==> config.mk <==
export PLATFORM = sky130hd
export DESIGN_NAME = cam_pattern_tx
export DESIGN_NICKNAME = d
export VERILOG_FILES = /design/src/rtl/cam_pkg.sv /design/src/rtl/cam_pattern_gen.sv /design/src/rtl/cam_pattern_tx.sv
export SDC_FILE = /design/constraint.sdc
export NUM_CORES = 1
export LEC_CHECK = 0
export ABC_AREA = 0
export BUFFER_PORTS_ARGS = -buffer_cell sky130_fd_sc_hd__buf_2
export CAP_MARGIN = 20
export CORE_MARGIN = 5
export CORE_UTILIZATION = 67
export CTS_CLUSTER_DIAMETER = 200
export DETAILED_ROUTE_END_ITERATION = 8
export PLACE_DENSITY = 0.88
export SKIP_CTS_REPAIR_TIMING = 1
export SLEW_MARGIN = 5
export SYNTH_ARGS = -nofsm -noshare
export SYNTH_HDL_FRONTEND = slang
export SYNTH_SLANG_ARGS = --single-unit
==> constraint.sdc <==
create_clock -name clk -period 11.1 [get_ports clk]
set_input_delay 1.11 -clock clk [delete_from_list [all_inputs] [get_ports clk]]
set_output_delay 1.11 -clock clk [all_outputs]
set_load 0.005 [all_outputs]
==> src/rtl/cam_pkg.sv <==
// Shared types and constants for the OV7670-style test-pattern transmitter.
package cam_pkg;

    typedef enum logic [2:0] {
        StIdle,
        StVsync,
        StVback,
        StActive,
        StVfront
    } cam_state_e;

    typedef enum logic [1:0] {
        PatBars     = 2'd0,
        PatChecker  = 2'd1,
        PatGradient = 2'd2,
        PatRed      = 2'd3
    } cam_pat_e;

    localparam logic [15:0] RGB_WHITE   = 16'hFFFF;
    localparam logic [15:0] RGB_YELLOW  = 16'hFFE0;
    localparam logic [15:0] RGB_CYAN    = 16'h07FF;
    localparam logic [15:0] RGB_GREEN   = 16'h07E0;
    localparam logic [15:0] RGB_MAGENTA = 16'hF81F;
    localparam logic [15:0] RGB_RED     = 16'hF800;
    localparam logic [15:0] RGB_BLUE    = 16'h001F;
    localparam logic [15:0] RGB_BLACK   = 16'h0000;

    localparam logic [7:0] FRAME_TAG = 8'hA5;

    function automatic logic [15:0] bar_colour(input logic [2:0] idx);
        logic [15:0] c;
        case (idx)
            3'd0:    c = RGB_WHITE;
            3'd1:    c = RGB_YELLOW;
            3'd2:    c = RGB_CYAN;
            3'd3:    c = RGB_GREEN;
            3'd4:    c = RGB_MAGENTA;
            3'd5:    c = RGB_RED;
            3'd6:    c = RGB_BLUE;
            default: c = RGB_BLACK;
        endcase
        return c;
    endfunction

endpackage

==> src/rtl/cam_pattern_gen.sv <==
// Combinational test-pattern source: active pixel (x, y) and pattern code to RGB565.
module cam_pattern_gen
    import cam_pkg::*;
#(
    parameter int unsigned H_ACTIVE = 160
) (
    input  logic [9:0]  x_i,
    input  logic [9:0]  y_i,
    input  logic [1:0]  pattern_i,
    output logic [15:0] rgb_o
);

    logic [31:0] bar_idx;

    always_comb begin
        bar_idx = ({22'd0, x_i} * 32'd8) / H_ACTIVE;
        rgb_o   = RGB_BLACK;
        case (cam_pat_e'(pattern_i))
            PatBars:     rgb_o = bar_colour((bar_idx > 32'd7) ? 3'd7 : bar_idx[2:0]);
            PatChecker:  rgb_o = (x_i[3] ^ y_i[3]) ? RGB_WHITE : RGB_BLACK;
            PatGradient: rgb_o = {x_i[7:3], y_i[6:1], 5'd0};
            PatRed:      rgb_o = RGB_RED;
            default:     rgb_o = RGB_BLACK;
        endcase
    end

endmodule

==> src/rtl/cam_pattern_tx.sv <==
// Parallel camera-bus transmitter producing RGB565 test frames (pclk = clk/2).
// Optional build macro CAM_TX_FRAME_CNT_EN tags pixel (0,0) with a frame counter.
module cam_pattern_tx
    import cam_pkg::*;
#(
    parameter int unsigned H_ACTIVE    = 160,
    parameter int unsigned V_ACTIVE    = 120,
    parameter int unsigned H_BLANK     = 16,
    parameter int unsigned VSYNC_LINES = 3,
    parameter int unsigned V_BACK      = 17,
    parameter int unsigned V_FRONT     = 10
) (
    input  logic       clk,
    input  logic       rst,
    input  logic       en,
    input  logic [1:0] pattern,
    output logic       pclk,
    output logic       vsync,
    output logic       href,
    output logic [7:0] dat,
    output logic       frame_done
);

    localparam int unsigned LineSlots = 2 * H_ACTIVE + H_BLANK;
    localparam int unsigned ActSlots  = 2 * H_ACTIVE;
    localparam logic [10:0] LastSlot  = 11'(LineSlots - 1);

    cam_state_e  state_q, state_d;
    logic [10:0] slot_q, slot_d;
    logic [9:0]  line_q, line_d;
    logic [1:0]  pat_q, pat_d;
    logic        pclk_q;
    logic        vsync_q, vsync_d;
    logic        href_q, href_d;
    logic [7:0]  dat_q, dat_d;
    logic        frame_done_q, frame_end;
    logic [9:0]  last_line;
    logic [15:0] rgb, pix;
`ifdef CAM_TX_FRAME_CNT_EN
    logic [7:0]  frame_cnt_q, frame_cnt_d;
`endif

    always_comb begin
        case (state_q)
            StVsync:  last_line = 10'(VSYNC_LINES - 1);
            StVback:  last_line = 10'(V_BACK - 1);
            StActive: last_line = 10'(V_ACTIVE - 1);
            StVfront: last_line = 10'(V_FRONT - 1);
            default:  last_line = '0;
        endcase
    end

    // Timing advances only on the clk edge that drives pclk low (pclk_q currently high).
    always_comb begin
        state_d   = state_q;
        slot_d    = slot_q;
        line_d    = line_q;
        pat_d     = pat_q;
        frame_end = 1'b0;
        if (pclk_q) begin
            if (state_q == StIdle) begin
                if (en) begin
                    state_d = StVsync;
                    slot_d  = '0;
                    line_d  = '0;
                    pat_d   = pattern;
                end
            end else if (slot_q != LastSlot) begin
                slot_d = slot_q + 11'd1;
            end else begin
                slot_d = '0;
                if (line_q != last_line) begin
                    line_d = line_q + 10'd1;
                end else begin
                    line_d = '0;
                    case (state_q)
                        StVsync:  state_d = StVback;
                        StVback:  state_d = StActive;
                        StActive: state_d = StVfront;
                        default: begin
                            frame_end = 1'b1;
                            if (en) begin
                                state_d = StVsync;
                                pat_d   = pattern;
                            end else begin
                                state_d = StIdle;
                            end
                        end
                    endcase
                end
            end
        end
    end

    cam_pattern_gen #(
        .H_ACTIVE (H_ACTIVE)
    ) u_gen (
        .x_i       (slot_d[10:1]),
        .y_i       (line_d),
        .pattern_i (pat_d),
        .rgb_o     (rgb)
    );

    // Outputs are registered from the next-state counters so they line up with the slot.
    always_comb begin
        pix = rgb;
`ifdef CAM_TX_FRAME_CNT_EN
        if (line_d == 10'd0 && slot_d[10:1] == 10'd0) begin
            pix = {FRAME_TAG, frame_cnt_q};
        end
        frame_cnt_d = frame_cnt_q + (frame_end ? 8'd1 : 8'd0);
`endif
        vsync_d = vsync_q;
        href_d  = href_q;
        dat_d   = dat_q;
        if (pclk_q) begin
            vsync_d = (state_d == StVsync);
            href_d  = (state_d == StActive) && (slot_d < 11'(ActSlots));
            dat_d   = href_d ? (slot_d[0] ? pix[7:0] : pix[15:8]) : 8'h00;
        end
    end

    always_ff @(posedge clk or negedge rst) begin
        if (!rst) begin
            state_q      <= StIdle;
            slot_q       <= '0;
            line_q       <= '0;
            pat_q        <= '0;
            pclk_q       <= 1'b0;
            vsync_q      <= 1'b0;
            href_q       <= 1'b0;
            dat_q        <= '0;
            frame_done_q <= 1'b0;
`ifdef CAM_TX_FRAME_CNT_EN
            frame_cnt_q  <= '0;
`endif
        end else begin
            state_q      <= state_d;
            slot_q       <= slot_d;
            line_q       <= line_d;
            pat_q        <= pat_d;
            pclk_q       <= ~pclk_q;
            vsync_q      <= vsync_d;
            href_q       <= href_d;
            dat_q        <= dat_d;
            frame_done_q <= frame_end;
`ifdef CAM_TX_FRAME_CNT_EN
            frame_cnt_q  <= frame_cnt_d;
`endif
        end
    end

    assign pclk       = pclk_q;
    assign vsync      = vsync_q;
    assign href       = href_q;
    assign dat        = dat_q;
    assign frame_done = frame_done_q;

endmodule

# --- After elaboration in Yosys (flattened, before gate mapping) ---
# Cells that the tools add are included.
totals:
  wordCells: 76
  input_bits: 5
  output_inout_bits: 12
  reg_bits: 38
classes:
  eq_ne: 19
  n_reduce_logical: 6
  addsub: 2
  muxes: 34
  bitwise_logic: 2
  order_cmp: 2
  div: 1
op_table:
  columns: ["cell", "n"]
  rows:
  - ["16-bit one-hot mux with 7 select lines", 1]
  - ["16-bit one-hot mux with 4 select lines", 1]
  - ["11-bit two-way mux", 4]
  - ["10-bit two-way mux", 4]
  - ["13-bit by 8-bit divider with 32-bit output, second input constant", 1]
  - ["32-bit by 3-bit greater-than comparator with 1-bit output, second input constant", 1]
  - ["7-bit one-hot mux with 4 select lines", 1]
  - ["3-bit two-way mux", 6]
  - ["16-bit two-way mux", 1]
  - ["8-bit two-way mux", 2]
  - ["3-bit by 2-bit == test with 1-bit output, second input constant", 5]
  - ["3-bit == test, second input constant", 4]
  - ["2-bit two-way mux", 6]
  - ["11-bit by 1-bit adder with 11-bit output, second input constant", 1]
  - ["11-bit by 9-bit less-than comparator with 1-bit output, second input constant", 1]
  - ["11-bit by 9-bit inequality test with 1-bit output, second input constant", 1]
  - ["10-bit by 1-bit adder with 10-bit output, second input constant", 1]
  - ["10-bit by 7-bit inequality test with 1-bit output", 1]
  - ["3-bit by 1-bit == test with 1-bit output, second input constant", 3]
  - ["3-bit one-hot mux with 3 select lines", 1]
  - ["7-bit two-way mux", 1]
  - ["3-bit logical NOT", 2]
  - ["1-bit two-way mux", 6]
  - ["2-bit == test, second input constant", 2]
  - ["other kinds (8)", 9]

# --- Longest topological paths before layout ---
# Gate-level depths: netlist (run 1).
depth:
  ltp_word: 12
  mapped_depth: 22
  mapped_depth_nobuf: 19

# --- By module ---
# Synthesis (run 1) repeated with hierarchy kept, for this count alone.
unflattened:
  hier_cells: 395
  area_unflattened_um2: 3228.1
modules_own_cells:
  columns: ["module", "seq_area_each_um2", "cells_each", "n_inst", "area_per_inst_um2"]
  rows:
  - ["cam_pattern_tx", 950.9, 243, 1, 2255.9]
  - ["cam_pattern_gen", 0.0, 152, 1, 972.2]

# --- Worst setup path after synthesis (run 1) ---
# No wires, ideal clock.
synth_timing:
  path_type: "input-to-reg"
  startpoint: "in en"
  endpoint: "reg dat_q[0] (netlist: dat[0])"
  required_time_ps: 11034
  setup_ps: 66
  cell_stages: 19
  n_path_buf: 2
  slack_ps: 5778
  arrival_ps: 5255
  cell_sequence: "o41ai_4 -> nand2_1 -> and2_1 -> buf_6 -> buf_6 -> nand2_1 -> ha_1 -> nor2b_1 -> nor2_1 -> o221ai_2 -> o22a_2 -> a221oi_1 -> o32a_1 -> o31ai_2 -> mux2i_1 -> mux2_4 -> a311o_1 -> a221oi_2 -> a221o_1"
synth_between:
  elab_chain_cells: 11
  elab_cells_between_ends: 42
  cone_classes: "div (1); order compare (2); eq/ne (10); mux (25); bitwise (1); reduce/logical (3)"
synth_lines:
  columns: ["element", "line_no", "text"]
  rows:
  - ["from (decl)", "cam_pattern_tx.sv:15", "input logic en,"]
  - ["11-bit two-way mux", "cam_pattern_tx.sv:62", "if (en) begin"]
  - ["11-bit two-way mux", "cam_pattern_tx.sv:61", "if (state_q == StIdle) begin"]
  - ["11-bit two-way mux", "cam_pattern_tx.sv:60", "if (pclk_q) begin"]
  - ["13-bit by 8-bit divider with 32-bit output", "cam_pattern_gen.sv:16", "bar_idx = ({22'd0, x_i} * 32'd8) / H_ACTIVE;"]
  - ["32-bit by 3-bit greater-than comparator with 1-bit output", "cam_pattern_gen.sv:19", "PatBars: rgb_o = bar_colour((bar_idx > 32'd7) ? 3'd7 : bar_idx[2:0]);"]
  - ["3-bit two-way mux", "cam_pattern_gen.sv:19", null]
  - ["3-bit == test, or another cell as far along", "cam_pkg.sv:32", "case (idx)"]
  - ["16-bit one-hot mux with 7 select lines", "cam_pkg.sv:32", null]
  - ["16-bit one-hot mux with 4 select lines", "cam_pattern_gen.sv:18", "case (cam_pat_e'(pattern_i))"]
  - ["8-bit two-way mux", "cam_pattern_tx.sv:119", "dat_d = href_d ? (slot_d[0] ? pix[7:0] : pix[15:8]) : 8'h00;"]
  - ["8-bit two-way mux (*)", "cam_pattern_tx.sv:119", null]
  - ["to (signal assigned)", "cam_pattern_tx.sv:145", "dat_q <= dat_d;"]
  - ["to (decl)", "cam_pattern_tx.sv:35", "logic [7:0] dat_q, dat_d;"]
# Every way passes the cells marked *; elsewhere a longest branch is shown, timed or not. The select of a mux whose other input is x is not followed.
# A chain may end at the register's enable or synchronous reset.

# --- Worst setup path in the final report (run 1) ---
layout_timing:
  startpoint: "reg slot_q[0]"
  endpoint: "reg dat_q[2] (netlist: dat[2])"
layout_between:
  elab_chain_cells: 12
  elab_cells_between_ends: 38
  cone_classes: "add/sub (1); div (1); order compare (2); eq/ne (11); mux (19); bitwise (1); reduce/logical (3)"
layout_lines:
  columns: ["element", "line_no", "text"]
  rows:
  - ["from (decl)", "cam_pattern_tx.sv:29", "logic [10:0] slot_q, slot_d;"]
  - ["from (signal assigned)", "cam_pattern_tx.sv:139", "slot_q <= slot_d;"]
  - ["11-bit by 1-bit adder with 11-bit output / 11-bit by 9-bit inequality test with 1-bit output (equally long branches)", "cam_pattern_tx.sv:69, cam_pattern_tx.sv:68", null]
  - ["11-bit two-way mux", "cam_pattern_tx.sv:68", "end else if (slot_q != LastSlot) begin"]
  - ["11-bit two-way mux", "cam_pattern_tx.sv:61", null]
  - ["11-bit two-way mux", "cam_pattern_tx.sv:60", null]
  - ["13-bit by 8-bit divider with 32-bit output", "cam_pattern_gen.sv:16", null]
  - ["32-bit by 3-bit greater-than comparator with 1-bit output", "cam_pattern_gen.sv:19", null]
  - ["3-bit two-way mux", "cam_pattern_gen.sv:19", null]
  - ["3-bit == test, or another cell as far along", "cam_pkg.sv:32", null]
  - ["16-bit one-hot mux with 7 select lines", "cam_pkg.sv:32", null]
  - ["16-bit one-hot mux with 4 select lines", "cam_pattern_gen.sv:18", null]
  - ["8-bit two-way mux", "cam_pattern_tx.sv:119", null]
  - ["8-bit two-way mux (*)", "cam_pattern_tx.sv:119", null]
# Marked as above.

==> reports/metrics.yaml, run 1 <==
max_freq_mhz: 153.6
wl_per_cell_microns: 18.27
cp_top_family: "compound AO/OA/AOI/OAI gates"
globalplace.congestion: 0.9370
port_buffers: 16
path_clk_slew_ps: 80
final_cell_mix: "nand2_1 (45), dfrtp_1 (38), o21ai_0 (35)"
r2r-start: "slot_q[0]"
multi_input_area_sq_um: 2021
place_ws_ps: 4672
final_nets: 399
cp-start-kind: "register"
critPathKind: "register to register"
ys_types: 80
grt_max_degree: 39
finalHoldViolations: 0
hpwl_mm: 5.793
rows: 25
p_sw_w: 0.0003580
r2r-end: "dat[2]"
dieArea_sq_um: 6229
p_leak_nw: 1.357
ys_async_sr_fraction_pct: 100.0
worstPathRequired_ps: 11330
timing.reg2reg.worst_path_depth: 18
viasPerCell: 7.056
cts-root-buf: "clkbuf_8"
ir_drop_uv: 209.4
switching_share_pct: 48.65
initial_core_util_pct: 68.30
cts_made_buffers: 5
syn_avg_cell_area_sq_um: 8.141
core_area_sq_um: 4661
whs_endpoint: "line_q[9]"
min_path_cells: 1
worstPathCellList: "ha_1 -> nand3_1 -> o31ai_4 -> o21ai_0 -> nor2_2 -> inv_1 -> ha_1 -> nand2b_1 -> maj3_2 -> o22a_1 -> o211ai_1 -> nor4_1 -> nor3_1 -> nand2_2 -> a2bb2oi_1 -> a311o_1 -> a221oi_2 -> a221o_1"
tightest_slew_ps: 835.0
drt_iter0_markers: 390
status: "completed"
netlist_area_sq_um: 3183
min_path_type: "register to register"
crit_buf_inv: 1
final_common_cell: "nand2_1"
yosysSeqAreaShare_pct: 29.87
synth-edff-count: 0
cp_max_fo: 14
antenna_found_initial: 0
remaining_drc_errors: 0
pwr-share-seq_pct: 25.2
clock_sinks: 38
seqCellArea_sq_um: 950.9
layout_min_cycle_time_ps: 6509
dpl_cell_area_sq_um: 3183
setup_viol: 0
yosysWarnings: 0
final_cell_area_sq_um: 3278
synth-main-ff-cell: "dfrtp_1"
grt_pass1_wl_mm: 13.51
io_pins: 17
synth_fp_nets: 399
fin_worst_skew_ps: 6.083
critical_path.most_common_cell: "ha_1"
ctsLongestPathBuffers: 2
relSlewSlack_pct: 44.33
powerDensity_nw_per_um2: 224.4
syn-instance-count: 391
clk_latency_ps: 290
layout-drive-gt1-share_pct: 13.27
grt_pass1_vias: 2839
fp.dieW_microns: 78.93
final.setup.worst_slack_ps: 4591
syn_to_final_growth_pct: 2.987
dr.pass1.iters: 5
finalSetupTns_ps: 0
n_fill_cell: 394
grt_overflow_total: 0
n_antenna_cell: 0
clkPwrFrac_pct: 13.5
hold_start: "line_q[9]"
grtUsageTotal_pct: 26.99
cts_tree: "built"
cap_violations: 0
ant_nets: 0
drt_wl_total_mm: 8.150
h-tree-depth: 2
rsz0062_at_grt: "false"
die_h_microns: 78.93
critPathSlowestCell: "o211ai_1"
combPwrFrac_pct: 61.4
crit_path_end_kind: "register"
post-route-period-util_pct: 58.64
cp.arrival_ps: 6740
via_count: 3147
maxSlewViolCount: 0
synth-seq-cells: 38
rrSetupSlack_ps: 4590
slowest_delay_ps: 650
p_int_w: 0.0003778
-- power groups by stage --
stage	Clock, W	Combinational [W]	Sequential (W)
6_report	0.0000990	0.000452	0.000185
2_1_floorplan	0	0.000379	0.000175
3_3_place_gp	0	0.000430	0.000184
4_1_cts	0.000101	0.000441	0.000184
5_1_grt	0.000107	0.000494	0.000187
3_5_place_dp	0	0.000438	0.000185
-- synth_stat cells (all sizes together) (6+ instances only) --
master	instances	share of area [%]
o21ai	37	5.8
dfrtp	38	30
clkbuf	8	0.94
nand3	16	2.5
o31ai	9	2.7
a21oi	21	3.4
nor2	27	3.3
nor3	16	2.9
nor2b	6	1.2
a221o	8	2.5
nand4	8	1.6
inv	16	1.9
and3	8	1.6
nand2	46	5.5
buf	15	3.7
-- how the worst max path moves through the flow --
stage	startpoint	to	cells past startpoint
6_report	slot_q[0]	dat[2]	18
5_1_grt	slot_q[0]	dat[5]	18
4_1_cts	slot_q[0]	dat[2]	18
3_5_place_dp	en	dat[2]	18
3_3_place_gp	en	dat[0]	18
2_1_floorplan	en	dat[0]	19
-- cells by family (layout without fill, tap and decap cells) --
group	count (synthesis)	in the layout	synth area share (%)
muxes	7	7	2.398
DFF	38	38	29.87
and+or+nand+nor	159	159	25.83
xor gates and xnor gates	5	5	1.376
AOI/OAI and AO/OA	137	137	32.04
buffers and inverters	40	41	6.642
adders and majority gates	5	5	1.848
-- state kept, by name, summed over array words and instances, names as in the netlist --
signal and flops:
slot_q 11, line_q 10, pclk 1, state_q 3
dat 8, pat_q 2, frame_done 1, href 1
vsync 1
-- area by class of cell --
class                   count  share of cell area [%]
flip-flops and latches     38                   29.01
well taps                  54                   2.061
clock buffers               6                   2.519
clock inverters             2                  0.3817
repair buffers             16                   2.443
multi-input cells         313                   61.64
inverters                  17                   1.947
-- through the flow --
stage	cells	util, %	total power (W)	hold slack [ps]
5_1_grt	446	70.34	0.0007883	504.8
2_1_floorplan	391	-	0.0005536	446.5
6_report	446	70.34	0.0007357	482.6
3_3_place_gp	438	68.30	0.0006141	463.8
4_1_cts	446	70.34	0.0007253	483.1
3_5_place_dp	438	68.30	0.0006228	468.1
-- metal layers --
metal / part of all wire (%) / GRT usage, % / wire length, microns / vias to the layer above
met5: 0 / 0 / 0 / -
met4: 2.0 / 9.622 / 161 / 0
met3: 7.6 / 4.308 / 622 / 15
met2: 46 / 42.95 / 3775 / 154
met1: 44 / 37.35 / 3590 / 1489
li1: - / - / - / 1489
(Power assumes the default switching activity.)
==> run 2, diff against run 1 <==
--- a/config.mk
+++ b/config.mk
@@ -9,10 +9,10 @@
 export BUFFER_PORTS_ARGS = -buffer_cell sky130_fd_sc_hd__buf_2
 export CAP_MARGIN = 20
 export CORE_MARGIN = 5
-export CORE_UTILIZATION = 67
+export CORE_UTILIZATION = 56
 export CTS_CLUSTER_DIAMETER = 200
 export DETAILED_ROUTE_END_ITERATION = 8
-export PLACE_DENSITY = 0.88
+export PLACE_DENSITY = 0.79
 export SKIP_CTS_REPAIR_TIMING = 1
 export SLEW_MARGIN = 5
 export SYNTH_ARGS = -nofsm -noshare
==> constraint.sdc (replaced) <==
create_clock -name clk -period 5.8 [get_ports clk]
set_input_delay 0.58 -clock clk [delete_from_list [all_inputs] [get_ports clk]]
set_output_delay 0.58 -clock clk [all_outputs]
set_load 0.005 [all_outputs]
==> run 2 against run 1 <==
Against the previous run: critical path depth unchanged; worst hold slack got worse by 100 ps; register-to-register slack got worse by 4300 ps; critical endpoint unchanged.
==> reports/metrics.yaml, run 2 (same netlist as run 1, synthesis figures left out) <==
finalSetupTns_ps: 0  # unchanged
grt_pass1_wl_mm: 14.01  # +3.7%
drt_iter0_markers: 276  # -29%
crit_path_end_kind: "register"
critPathKind: "register to register"
n_antenna_cell: 0  # unchanged
dpl.cell_count: 467  # +6.6%
cts_tree: "built"
h-tree-depth: 2  # unchanged
relSlewSlack_pct: 43.84  # -0.49 points
rows: 27  # +8.0%
cap_violations: 0  # unchanged
syn_to_final_growth_pct: 6.997
post-route-period-util_pct: 94.15  # +36 points
n_fill_cell: 487  # +24%
layout_min_cycle_time_ps: 5461  # -1049 ps
largest-register: "slot_q"
critPathSlowestCell: "o31ai_4"
viasPerCell: 6.797  # -3.7%
hpwl_mm: 6.248  # +7.9%
grtUsageTotal_pct: 23.63  # -3.4 points
ctsLongestPathBuffers: 2  # unchanged
setup_viol: 0  # unchanged
max_freq_mhz: 183.1  # +19%
min_path_type: "primary input to async pin"
core_area_sq_um: 5507  # +18%
critical_path.most_common_cell: "ha_1"
powerDensity_nw_per_um2: 422.6  # +88%
worstPathRequired_ps: 6040  # -5290 ps
clk_latency_ps: 300  # about the same
dr.pass1.iters: 7  # +2
cp_top_family: "compound AO/OA/AOI/OAI gates"
wl_per_cell_microns: 18.11  # -0.91%
path_clk_slew_ps: 80  # about the same
drt_wl_total_mm: 8.637  # +6.0%
fp.dieW_microns: 85.39  # +8.2%
ant_nets: 0  # unchanged
finalHoldViolations: 0  # unchanged
cp-start-kind: "register"
initial_core_util_pct: 57.81  # -10 points
via_count: 3242  # +3.0%
layout-drive-gt1-share_pct: 16.30  # +3.0 points
tightest_slew_ps: 842.3  # +7.313 ps
post-route-util_pct: 61.85  # -8.5 points
rrSetupSlack_ps: 340  # -4250 ps
grt_pass1_vias: 2864  # +0.88%
largest_register_ff_count: 11  # unchanged
globalplace.congestion: 1.011  # +7.9%
crit_buf_inv: 0  # -1
cp.arrival_ps: 5700  # -1040 ps
cts_made_buffers: 5  # unchanged
final_common_cell: "nand2_1"
status: "completed"
die_h_microns: 85.39  # +8.2%
port_buffers: 16  # unchanged
remaining_drc_errors: 0  # unchanged
p_leak_nw: 1.423  # +4.9%
fin_worst_skew_ps: 7.801  # +1.719 ps
ir_drop_uv: 314.2  # +50%
grt_overflow_total: 0  # unchanged
clock_sinks: 38  # unchanged
maxSlewViolCount: 0  # unchanged
grt_max_degree: 39  # unchanged
dieArea_sq_um: 7291  # +17%
slowest_delay_ps: 430  # -220 ps
final_nets: 412  # +3.3%
worstPathCellList: "ha_1 -> nand3_1 -> o31ai_4 -> o211a_1 -> or2_4 -> nand2_1 -> ha_1 -> nand2b_1 -> a2111oi_0 -> a311o_2 -> o211a_2 -> nor4_2 -> o31ai_2 -> mux2i_1 -> mux2_4 -> a311o_1 -> a221oi_2 -> a221o_1"
instances_no_fill: 477  # +7.0%
cts-root-buf: "clkbuf_8"
cp_max_fo: 13  # -1
rsz0062_at_grt: "false"
io_pins: 17  # unchanged
final_cell_mix: "nand2_1 (45), dfrtp_1 (38), o21ai_0 (35)"
antenna_found_initial: 0  # unchanged
## run 2: cell types whose count changed in the layout (fill, tap and decap cells not counted), sizes merged
cell / before / now
buf: 16 / 29
clkbuf: 6 / 7
clkinvlp: 1 / 0
## run 2: area by class of cell
cell class / count / area (sq um) / share of cell area (%)
Clock inverter: 1 / 5.005 / 0.1470
Multi-Input combinational cell: 313 / 2032 / 59.66
Clock buffer: 7 / 86.33 / 2.535
Tap cell: 72 / 90.09 / 2.645
Inverter: 17 / 63.81 / 1.874
Timing Repair Buffer: 29 / 177.7 / 5.217
Sequential cell: 38 / 950.9 / 27.92
## run 2: worst paths after layout
kind,startpoint,to,cells after the start
max reg2reg,slot_q[0],dat[2],18
max,slot_q[0],dat[2],18
min reg2reg,line_q[9],line_q[9],1
min,rst,slot_q[1],1
min in group clk,line_q[9],line_q[9],1
max in group asynchronous,rst,dat[7],1
## run 2: per-layer routing
layer	up-vias	share of wire, %	GRT usage (%)
met5	-	0	0
met4	0	3.2	11.37
met3	23	5.7	2.233
met2	137	48	38.84
met1	1565	43	31.06
li1	1517	-	-
## run 2: through the flow
| stage | hold WS (ps) | setup WS [ps] | instance area, sq um | power, W |
|---|---|---|---|---|
| floorplan | 284.4 | 817.3 | 3183 | 0.001060 |
| global placement | 466.1 | 530.6 | 3288 | 0.001212 |
| detailed placement | 478.5 | 351.7 | 3288 | 0.001221 |
| CTS | 412.3 | 343.7 | 3379 | 0.001415 |
| global route | 458.9 | 53.13 | 3406 | 0.001549 |
| finish | 382.2 | 339.3 | 3406 | 0.001439 |
## run 2: where the power goes
group	internal (W)	total (W)	switching [W]	leakage (nW)
clock network	0.0000960	0.000191	0.0000953	0.0482
logic	0.000350	0.000900	0.000550	0.881
registers	0.000304	0.000348	0.0000441	0.494
total	0.000749	0.00144	0.000690	1.42
